$ cat src/rtl/agc_gain_control.sv
`default_nettype none
// ============================================================================
// Module   : agc_gain_control
// Purpose  : Closed-loop AGC. Steps the gain toward a power target with a
//            deadband and waits for settling after each change. Applies the
//            gain to the sample stream through a 2-stage saturating multiply.
// Revision : 1.0 - initial release
// ============================================================================
module agc_gain_control #(
  parameter int SYMBOL_WIDTH  = 16,
  parameter int SYMBOL_FRAC   = 14,
  parameter int GAIN_WIDTH    = 16,
  parameter int GAIN_FRAC     = 12,
  parameter int GAIN_INIT     = 4096,
  parameter int GAIN_MIN      = 64,
  parameter int GAIN_MAX      = 65535,
  parameter int GAIN_STEP     = 64,
  parameter int TARGET_POWER  = 134217728,
  parameter int TOLERANCE     = 8388608,
  parameter int SETTLE_BLOCKS = 2
) (
  input  logic                           clk,
  input  logic                           rst,
  input  logic                           en,
  input  logic                           est_valid,
  input  logic signed [2*SYMBOL_WIDTH-1:0] est_power,
  input  logic                           new_sample,
  input  logic signed [SYMBOL_WIDTH-1:0] sample,
  output logic                           new_out,
  output logic signed [SYMBOL_WIDTH-1:0] sample_out,
  output logic        [GAIN_WIDTH-1:0]   gain,
  output logic                           locked
);

  localparam int PW    = 2 * SYMBOL_WIDTH;
  localparam int GX    = GAIN_WIDTH + 2;
  localparam int PRODW = SYMBOL_WIDTH + GAIN_WIDTH + 1;
  localparam int CW    = $clog2(SETTLE_BLOCKS + 1);

  localparam logic [1:0] S_TRACK = 2'd0;
  localparam logic [1:0] S_EVAL  = 2'd1;
  localparam logic [1:0] S_HOLD  = 2'd2;

  // Deadband edges, one bit wider than the estimate so the sums cannot wrap.
  localparam logic signed [PW:0] PWR_HI = (PW+1)'(TARGET_POWER + TOLERANCE);
  localparam logic signed [PW:0] PWR_LO = (PW+1)'(TARGET_POWER - TOLERANCE);

  // Gain arithmetic is done two bits wider and signed so step/clamp never wraps.
  localparam logic signed [GX-1:0] G_STEP = GX'(GAIN_STEP);
  localparam logic signed [GX-1:0] G_MIN  = GX'(GAIN_MIN);
  localparam logic signed [GX-1:0] G_MAX  = GX'(GAIN_MAX);
  localparam logic [GAIN_WIDTH-1:0] G_INIT = GAIN_WIDTH'(GAIN_INIT);
  localparam logic [CW-1:0] SETTLE_LOAD = CW'(SETTLE_BLOCKS);
  localparam logic [CW-1:0] CNT_ONE     = CW'(1);

  localparam logic signed [PRODW-1:0] S_MAX = PRODW'((1 << (SYMBOL_WIDTH-1)) - 1);
  localparam logic signed [PRODW-1:0] S_MIN = PRODW'(-(1 << (SYMBOL_WIDTH-1)));

  logic [1:0]              state;
  logic [1:0]              state_next;
  logic signed [PW-1:0]    power_q;
  logic signed [PW:0]      power_x;
  logic [CW-1:0]           settle_cnt;
  logic [GAIN_WIDTH-1:0]   gain_next;
  logic                    locked_next;
  logic                    gain_changed;
  logic signed [GX-1:0]    gain_w;
  logic signed [GX-1:0]    gain_up;
  logic signed [GX-1:0]    gain_dn;

  logic                    s1_valid;
  logic signed [PRODW-1:0] prod_d;
  logic signed [PRODW-1:0] prod_q;
  logic signed [PRODW-1:0] prod_shift;
  logic signed [SYMBOL_WIDTH-1:0] sat_val;

  assign power_x      = {power_q[PW-1], power_q};
  assign gain_w       = $signed({2'b00, gain});
  assign gain_up      = gain_w + G_STEP;
  assign gain_dn      = gain_w - G_STEP;
  assign gain_changed = (gain_next != gain);

  // State register.
  always_ff @(posedge clk) begin
    if (rst) begin
      state <= S_TRACK;
    end else if (en) begin
      state <= state_next;
    end
  end

  // Next-state logic: EVAL goes to HOLD only when the gain really moved.
  always_comb begin
    state_next = state;
    case (state)
      S_TRACK: if (est_valid) state_next = S_EVAL;
      S_EVAL:  state_next = gain_changed ? S_HOLD : S_TRACK;
      S_HOLD:  if (est_valid && (settle_cnt <= CNT_ONE)) state_next = S_TRACK;
      default: state_next = S_TRACK;
    endcase
  end

  // Output logic: evaluate the registered estimate against the deadband.
  always_comb begin
    gain_next   = gain;
    locked_next = locked;
    if (state == S_EVAL) begin
      if (power_x > PWR_HI) begin
        gain_next   = (gain_dn < G_MIN) ? G_MIN[GAIN_WIDTH-1:0] : gain_dn[GAIN_WIDTH-1:0];
        locked_next = 1'b0;
      end else if (power_x < PWR_LO) begin
        gain_next   = (gain_up > G_MAX) ? G_MAX[GAIN_WIDTH-1:0] : gain_up[GAIN_WIDTH-1:0];
        locked_next = 1'b0;
      end else begin
        locked_next = 1'b1;
      end
    end
  end

  // Control datapath: gain/locked registers, estimate capture, settle counter.
  always_ff @(posedge clk) begin
    if (rst) begin
      gain       <= G_INIT;
      locked     <= 1'b0;
      power_q    <= '0;
      settle_cnt <= '0;
    end else if (en) begin
      gain   <= gain_next;
      locked <= locked_next;
      if (state == S_TRACK && est_valid) begin
        power_q <= est_power;
      end
      if (state == S_EVAL && state_next == S_HOLD) begin
        settle_cnt <= SETTLE_LOAD;
      end else if (state == S_HOLD && est_valid && settle_cnt != '0) begin
        settle_cnt <= settle_cnt - CNT_ONE;
      end
    end
  end

  // Stage-1 product with operands sign/zero-extended to the full product width.
  assign prod_d = $signed({{(GAIN_WIDTH+1){sample[SYMBOL_WIDTH-1]}}, sample})
                * $signed({{(SYMBOL_WIDTH+1){1'b0}}, gain});

  // Stage 1: register the product, sampling the current gain.
  always_ff @(posedge clk) begin
    if (rst) begin
      s1_valid <= 1'b0;
      prod_q   <= '0;
    end else if (en) begin
      s1_valid <= new_sample;
      if (new_sample) begin
        prod_q <= prod_d;
      end
    end
  end

  // Stage-2 rescale (arithmetic, truncating) and saturation.
  always_comb begin
    prod_shift = prod_q >>> GAIN_FRAC;
    if (prod_shift > S_MAX) begin
      sat_val = S_MAX[SYMBOL_WIDTH-1:0];
    end else if (prod_shift < S_MIN) begin
      sat_val = S_MIN[SYMBOL_WIDTH-1:0];
    end else begin
      sat_val = prod_shift[SYMBOL_WIDTH-1:0];
    end
  end

  // Stage 2: output register; sample_out holds between pulses.
  always_ff @(posedge clk) begin
    if (rst) begin
      new_out    <= 1'b0;
      sample_out <= '0;
    end else if (en) begin
      new_out <= s1_valid;
      if (s1_valid) begin
        sample_out <= sat_val;
      end
    end
  end

endmodule
`default_nettype wire

$ cat config.mk
export PLATFORM = sky130hd
export DESIGN_NAME = agc_gain_control
export DESIGN_NICKNAME = d
export VERILOG_FILES = /design/src/rtl/agc_gain_control.sv
export SDC_FILE = /design/constraint.sdc
export NUM_CORES = 1
export LEC_CHECK = 0
export BUFFER_PORTS_ARGS = -buffer_cell sky130_fd_sc_hd__clkbuf_2
export CAP_MARGIN = 20
export CORE_ASPECT_RATIO = 0.5
export CORE_MARGIN = 2
export CORE_UTILIZATION = 45
export CTS_CLUSTER_DIAMETER = 100
export DETAILED_ROUTE_END_ITERATION = 16
export GPL_ROUTABILITY_DRIVEN = 0
export PLACE_DENSITY = 0.65
export SYNTH_ARGS = -nofsm -noshare
export SYNTH_HDL_FRONTEND = slang
export SYNTH_SLANG_ARGS = --single-unit
$ cat constraint.sdc
create_clock -name clk -period 7.2 [get_ports clk]
set_input_delay 1.44 -clock clk [delete_from_list [all_inputs] [get_ports clk]]
set_output_delay 1.44 -clock clk [all_outputs]
set_load 0.03 [all_outputs]
==> summary.txt, run 1 <==
Cells and area
  • P&R area growth vs syn: 13.1%
  • Nets@finish: 1984
  • Filler cells: 2648
  • Reg area: 0.00184 mm^2
  • Proportion of layout cells with a drive suffix above 1: 14.0%
  • Ant diodes: 0
  • Area of the multi-input gates: 0.00960 mm^2

Timing
  • Max-slew violations: 0
  • Final Hold Fails: 0
  • Max Clock Skew: 0.00783 ns
  • Relative slew margins: 30.0%
  • Final period util: 97.0%
  • Count of final setup violators: 0
  • Final min period: 6.99 ns
  • Slew @ Worst Pin: 1.05 ns
  • TNS Setup: 0 ns
  • WHS: 0.457 ns
  • FMAX: 143 MHz

Placed design
  • Hpwl dp: 27100 um
  • PortBufs: 86

Clock tree
  • CTS tree: yes
  • Root Driver: clkbuf_16
  • Clk buf depth: 2
  • Skew-Pair Late Insertion Delay: 0.35 ns
  • Clock sinks: 92
  • Clock H-tree levels: 3
  • Cts bufs inserted: 9
  • Clock-pin slew on the worst setup and hold paths: 0.07 ns

Floorplan
  • Initial Util: 45.6%
  • Die height: 122 um
  • I/O pin count: 87
  • DIE AREA: 0.0295 mm^2
  • Core area: 0.0277 mm^2
  • Die width: 241 um
  • Num rows: 43

Power
  • Internal: 1130 uW
  • Share of power burned in registers: 32.1%
  • Sw power: 619 uW
  • Peak supply drop: 0.123 mV
  • Power, Total: 1750 uW
  • P_leak: 0.00705 uW
  • Combinational fraction of design power: 40.1%
  • Clock share of power: 27.8%
  • Switching share of power: 35.4%
  • Pwr Density: 123 mW/mm^2

Synthesis
  • Yosys top cell area share: 30.6%
  • Asr flop ratio synth: 0%
  • Yosys top cell by area: fa_1
  • Synth top cells by count: nand2_1, inv_1, fa_1
  • Yosys warns: 0
  • Mapped Area: 0.0126 mm^2
  • Primary FF master, synth: dfxtp_1
  • Mapped Cells: 1511
  • Number of synthesized flops with an enable pin: 0
  • Top post-synthesis cells by area: fa_1, dfxtp_1, ha_1
  • Synth Register Bits: 92
  • Top-count cell post-synth: nand2_1
  • Post-Syn Nets: 1881
  • Seq/Total Area, Yosys: 14.6%
  • Syn Area/Cell: 8.35 um^2
  • Synth cell types: 66

Critical path
  • Reg2reg start: gain[11]
  • Worst-path cell chain: clkbuf_4, and2_1, fa_1, inv_1, fa_1, fa_2, inv_1, fa_2, fa_1, inv_1, fa_1, inv_1, ha_4, and4_4, nand2_1, and4b_1, nor2_1, buf_4, o211ai_1, buf_4, a31oi_1, xnor2_1, nand2_1, a21oi_1
  • Crit path buffers/inverters: 7
  • Terminus of the critical flop-to-flop path: prod_q[25]
  • Worst R2R Setup Slack: 0.45 ns
  • Crit. Startpoint: sample[6]
  • CP endpoint kind: flip-flop
  • Max incr delay on CP: 0.56 ns
  • Crit path launch type: input port
  • FF-to-FF path depth: 22
  • Worst Path Arrival: 7.25 ns
  • Crit Path Max Fanout: 10
  • Critical path class: input port to flip-flop
  • Worst EP required: 7.47 ns
  • CP max stage cell: fa_1
  • Largest delay share family, worst path: adder cells

Drt
  • Vias/cell: 5.31
  • Remaining antenna violation count: 0
  • DRC viols: 0
  • WL/cell: 16.7 um
  • DRT Pass-1 Iters: 6
  • Iteration-0 DRC Markers: 790
  • DR vias: 10600
  • DRT Wirelength: 33400 um

GRT
  • Initial antenna violation count: 0
  • Pin count of the biggest net entering global routing: 96
  • Grt total ovfl: 0
  • GRT Overall Usage: 23.6%
  • First-pass GRT wire length: 54900 um
  • Vias in the first global route: 10700

Hold path
  • Worst hold start: prod_q[21]
  • Hold Crit Class: flip-flop to flip-flop
  • WHS Endpoint: prod_q[21]
  • Hold depth: 2

Status
  • Status: finished, final reports clean

Run
  • Max-cap viol count: 0
[timing repair]
item	4_1_cts	5_1_grt
hold buffers	0	0
resized for setup	1	30
pin swaps	0	18
setup endpoints to repair	1	14
setup buffers	0	1
[worst max-delay path by stage]
stage / to / cells after the start
6_report: prod_q[25] / 24
5_1_grt: prod_q[32] / 23
4_1_cts: prod_q[32] / 23
3_5_place_dp: prod_q[32] / 22
3_3_place_gp: prod_q[32] / 22
2_1_floorplan: prod_q[32] / 23
[power by group through the flow]
stage	sequential [uW]	clock (uW)	combinational (uW)
final	561	486	702
after global routing	564	511	791
after CTS	560	493	682
after detailed placement	572	0	671
after global placement	571	0	665
after floorplan	574	0	420
[area by class of cell]
class | instances | area share [%]
Multi-Input combinational cell | 1093 | 67.2
Clock buffer | 11 | 1.77
Clock inverter | 4 | 0.386
Tap cell | 382 | 3.35
Sequential cell | 92 | 12.9
Inverter | 242 | 6.37
Timing Repair Buffer | 176 | 7.98
[cells in the final DEF (no fill, tap or decap), types with 14 or more instances in the layout]
cell        n
a21oi_1   101
and2_1    120
buf_4      86
clkbuf_2   81
dfxtp_1    92
fa_1      188
ha_1      123
inv_1     240
nand2_1   243
nand3_1    18
nor2_1     69
nor3_1     37
o21ai_0    14
[routing by layer]
metal  vias up  global-route usage (%)  routed length, um
met4         0                    5.71                549
met1      5219                    33.9              14900
met2       399                    37.4              15000
li1       4955                       -                  -
met5         -                       0                  0
met3        43                    4.05               2980
[flip-flops by register name (all words and copies together) (netlist names)]
signal      count
prod_q         21
state           2
power_q        32
s1_valid        1
gain           16
new_out         1
settle_cnt      2
locked          1
sample_out     16
[cells by family (layout without fill, tap and decap cells)]
logic type / after synthesis / after routing / share of synthesized area (%)
buffers and inverters: 326 / 433 / 10.0
AND/OR/NAND/NOR: 562 / 562 / 21.7
flip-flops: 92 / 92 / 14.6
AO/OA/AOI/OAI: 190 / 190 / 9.08
adder cells (fa/ha/maj): 317 / 317 / 42.9
XOR/XNOR: 20 / 20 / 1.39
multiplexers: 4 / 4 / 0.317
[metrics by stage]
stage	setup slack (ns)	util (%)	area [um^2]	cells
after floorplan	0.0282	-	12600	1511
after global placement	-0.159	50.0	13800	1981
after detailed placement	-0.304	50.0	13800	1981
after CTS	0.0326	51.1	14100	1996
after global routing	-0.0243	51.6	14300	2000
final	0.215	51.6	14300	2000
[tightest hold or removal path, stage by stage (launching register included)]
cell and delay [ns]:
dfxtp_1 0.31, nand2_1 0.05, a21oi_1 0.05
Note: power is estimated with default switching activity, not from simulation.
==> run 2: changes to the inputs <==
--- a/config.mk
+++ b/config.mk
@@ -13,7 +13,7 @@
 export CTS_CLUSTER_DIAMETER = 100
 export DETAILED_ROUTE_END_ITERATION = 16
 export GPL_ROUTABILITY_DRIVEN = 0
-export PLACE_DENSITY = 0.65
+export PLACE_DENSITY = 0.62
 export SYNTH_ARGS = -nofsm -noshare
 export SYNTH_HDL_FRONTEND = slang
 export SYNTH_SLANG_ARGS = --single-unit
==> constraint.sdc (replaced) <==
create_clock -name clk -period 6.69 [get_ports clk]
set_input_delay 1.338 -clock clk [delete_from_list [all_inputs] [get_ports clk]]
set_output_delay 1.338 -clock clk [all_outputs]
set_load 0.03 [all_outputs]
==> summary.txt, run 2 (synthesized netlist as in run 1, its figures left out) <==
Critical path
  • FF-to-FF path depth: 22
  • Crit path buffers/inverters: 7
  • CP Capture Point: prod_q[31]
  • Crit. Startpoint: sample[3]
  • Crit path launch type: input port
  • Worst-path cell chain: clkbuf_4, buf_4, nand2_1, fa_1, fa_1, inv_1, fa_1, fa_1, fa_1, inv_1, fa_1, inv_2, ha_4, and4_4, nand2_4, and4b_2, nor2_4, o311ai_4, a31oi_2, o21bai_1, buf_4, buf_6, mux2i_1, nand2_1
  • Largest delay share family, worst path: adder cells
  • Worst EP required: 6.93 ns
  • Critical path class: input port to flip-flop
  • Terminus of the critical flop-to-flop path: prod_q[31]
  • CP endpoint kind: flip-flop
  • Worst Path Arrival: 6.97 ns
  • CP max stage cell: fa_1
  • CP most frequent cell: fa_1
  • Critical path depth: 24
  • Reg2reg start: gain[6]
  • Crit Path Max Fanout: 7
  • Max incr delay on CP: 0.55 ns
  • Worst R2R Setup Slack: 0.19 ns

Run
  • Max-cap viol count: 0

Floorplan
  • Core area: 0.0277 mm^2
  • Die width: 241 um
  • I/O pin count: 87
  • Die height: 122 um
  • Num rows: 43
  • DIE AREA: 0.0295 mm^2
  • Initial Util: 45.6%

Drt
  • DRT Wirelength: 35200 um
  • Remaining antenna violation count: 0
  • DRC viols: 0
  • Iteration-0 DRC Markers: 704
  • Vias/cell: 5.29
  • DR vias: 10700
  • WL/cell: 17.3 um
  • DRT Pass-1 Iters: 5

Clock tree
  • CTS tree: yes
  • Hold Buf Count CTS: 0
  • Cts bufs inserted: 9
  • Clock-pin slew on the worst setup and hold paths: 0.07 ns
  • Clock H-tree levels: 3
  • Skew-Pair Late Insertion Delay: 0.35 ns
  • Clk buf depth: 2
  • Clock sinks: 92
  • Root Driver: clkbuf_16

GRT
  • Pin count of the biggest net entering global routing: 96
  • Grt total ovfl: 0
  • Vias in the first global route: 10800
  • GRT Overall Usage: 24.4%
  • First-pass GRT wire length: 56200 um
  • Initial antenna violation count: 1

Status
  • Status: finished with violations
  • Failing checks: negative setup slack

Timing
  • Post-route setup slack: -0.0404 ns
  • TNS Setup: -0.0635 ns
  • Count of final setup violators: 2
  • Final min period: 6.73 ns
  • Final Hold Fails: 0
  • RSZ-0062 raised after global routing: true
  • Max-slew violations: 0
  • Relative slew margins: 27.9%
  • Max Clock Skew: 0.00487 ns
  • Slew @ Worst Pin: 1.07 ns
  • Final period util: 101%
  • FMAX: 149 MHz

Cells and area
  • Top flop regs: power_q: 32 flops, prod_q: 21 flops
  • P&R area growth vs syn: 18.9%
  • Commonest non-fill, non-tap cell in the layout: nand2_1
  • Largest register by flop count: power_q
  • Proportion of layout cells with a drive suffix above 1: 19.3%
  • Max reg flops: 32
  • Filler cells: 2550
  • Ant diodes: 0
  • Final std cells w/o fill: 2027
  • Commonest non-fill, non-tap cells in the layout: nand2_1, inv_1, fa_1, ha_1, and2_1
  • Nets@finish: 2010

Placed design
  • Hpwl dp: 27500 um
  • Placed Cells: 2001
  • PortBufs: 86
  • Pre-CTS WS: -0.575 ns

Power
  • P_leak: 0.00734 uW
  • Peak supply drop: 0.145 mV
  • Pwr Density: 138 mW/mm^2
  • Power, Total: 2070 uW

Hold path
  • Hold Crit Class: flip-flop to flip-flop
run 2: cell types whose count changed in the layout (fill, tap and decap cells not counted), moves of 6 or more:
| cell | previous run | this run |
|---|---|---|
| inv_2 | 2 | 8 |
| a21oi_2 | 3 | 10 |
| buf_4 | 86 | 109 |
| and2_1 | 120 | 110 |
| buf_6 | 2 | 9 |
| fa_2 | 5 | 11 |
| clkbuf_2 | 81 | 72 |
| fa_1 | 188 | 182 |
| inv_1 | 240 | 233 |
| ha_4 | 1 | 9 |
| a21oi_1 | 101 | 93 |
| and2_4 | 3 | 13 |
| ha_1 | 123 | 114 |
run 2: repair_timing:
action,in CTS,in global routing
gates resized for setup,44,82
pin swaps,33,69
setup buffers,4,6
setup endpoints to repair,9,19
run 2: how the worst min path moves through the flow:
stage | depth (start not counted) | startpoint | end
4_1_cts | 2 | power_q[2] | power_q[2]
3_3_place_gp | 2 | prod_q[24] | prod_q[24]
6_report | 2 | power_q[2] | power_q[2]
2_1_floorplan | 2 | prod_q[12] | prod_q[12]
3_5_place_dp | 2 | prod_q[25] | prod_q[25]
5_1_grt | 2 | power_q[2] | power_q[2]
run 2: final cells by class:
cell class                      instances  area, um^2  share of cell area (%)
Clock inverter                          7         110                   0.734
Clock buffer                            9         225                    1.50
Inverter                              242         911                    6.07
Multi-Input combinational cell       1093        9970                    66.5
Sequential cell                        92        1840                    12.3
Timing Repair Buffer                  202        1460                    9.76
Tap cell                              382         478                    3.19
run 2: tightest hold or removal path: cells and delay by family, from the launching register on:
family	cells	cell delay, ns
flops	1	0.31
compound gates	1	0.05
simple gates	1	0.05
run 2: where the power goes:
part / switching [uW] / leakage, uW / internal [uW] / total [uW]
clock network: 232 / 0.000159 / 333 / 565
registers: 25.0 / 0.000749 / 579 / 604
logic: 491 / 0.00643 / 407 / 897
run 2: metal layers:
metal	track usage [%]	up-vias	routed length (um)
li1	-	5005	-
met1	35.9	5363	16500
met2	38.7	324	16100
met3	3.33	31	2150
met4	4.48	0	378
met5	0	-	0
run 2: metrics by stage:
step	util, %	hold WS (ns)	instance area (um^2)
6_report	54.3	0.456	15000
4_1_cts	53.0	0.459	14700
3_3_place_gp	51.1	0.440	14100
5_1_grt	54.3	0.474	15000
3_5_place_dp	51.1	0.445	14100
2_1_floorplan	-	0.432	12800
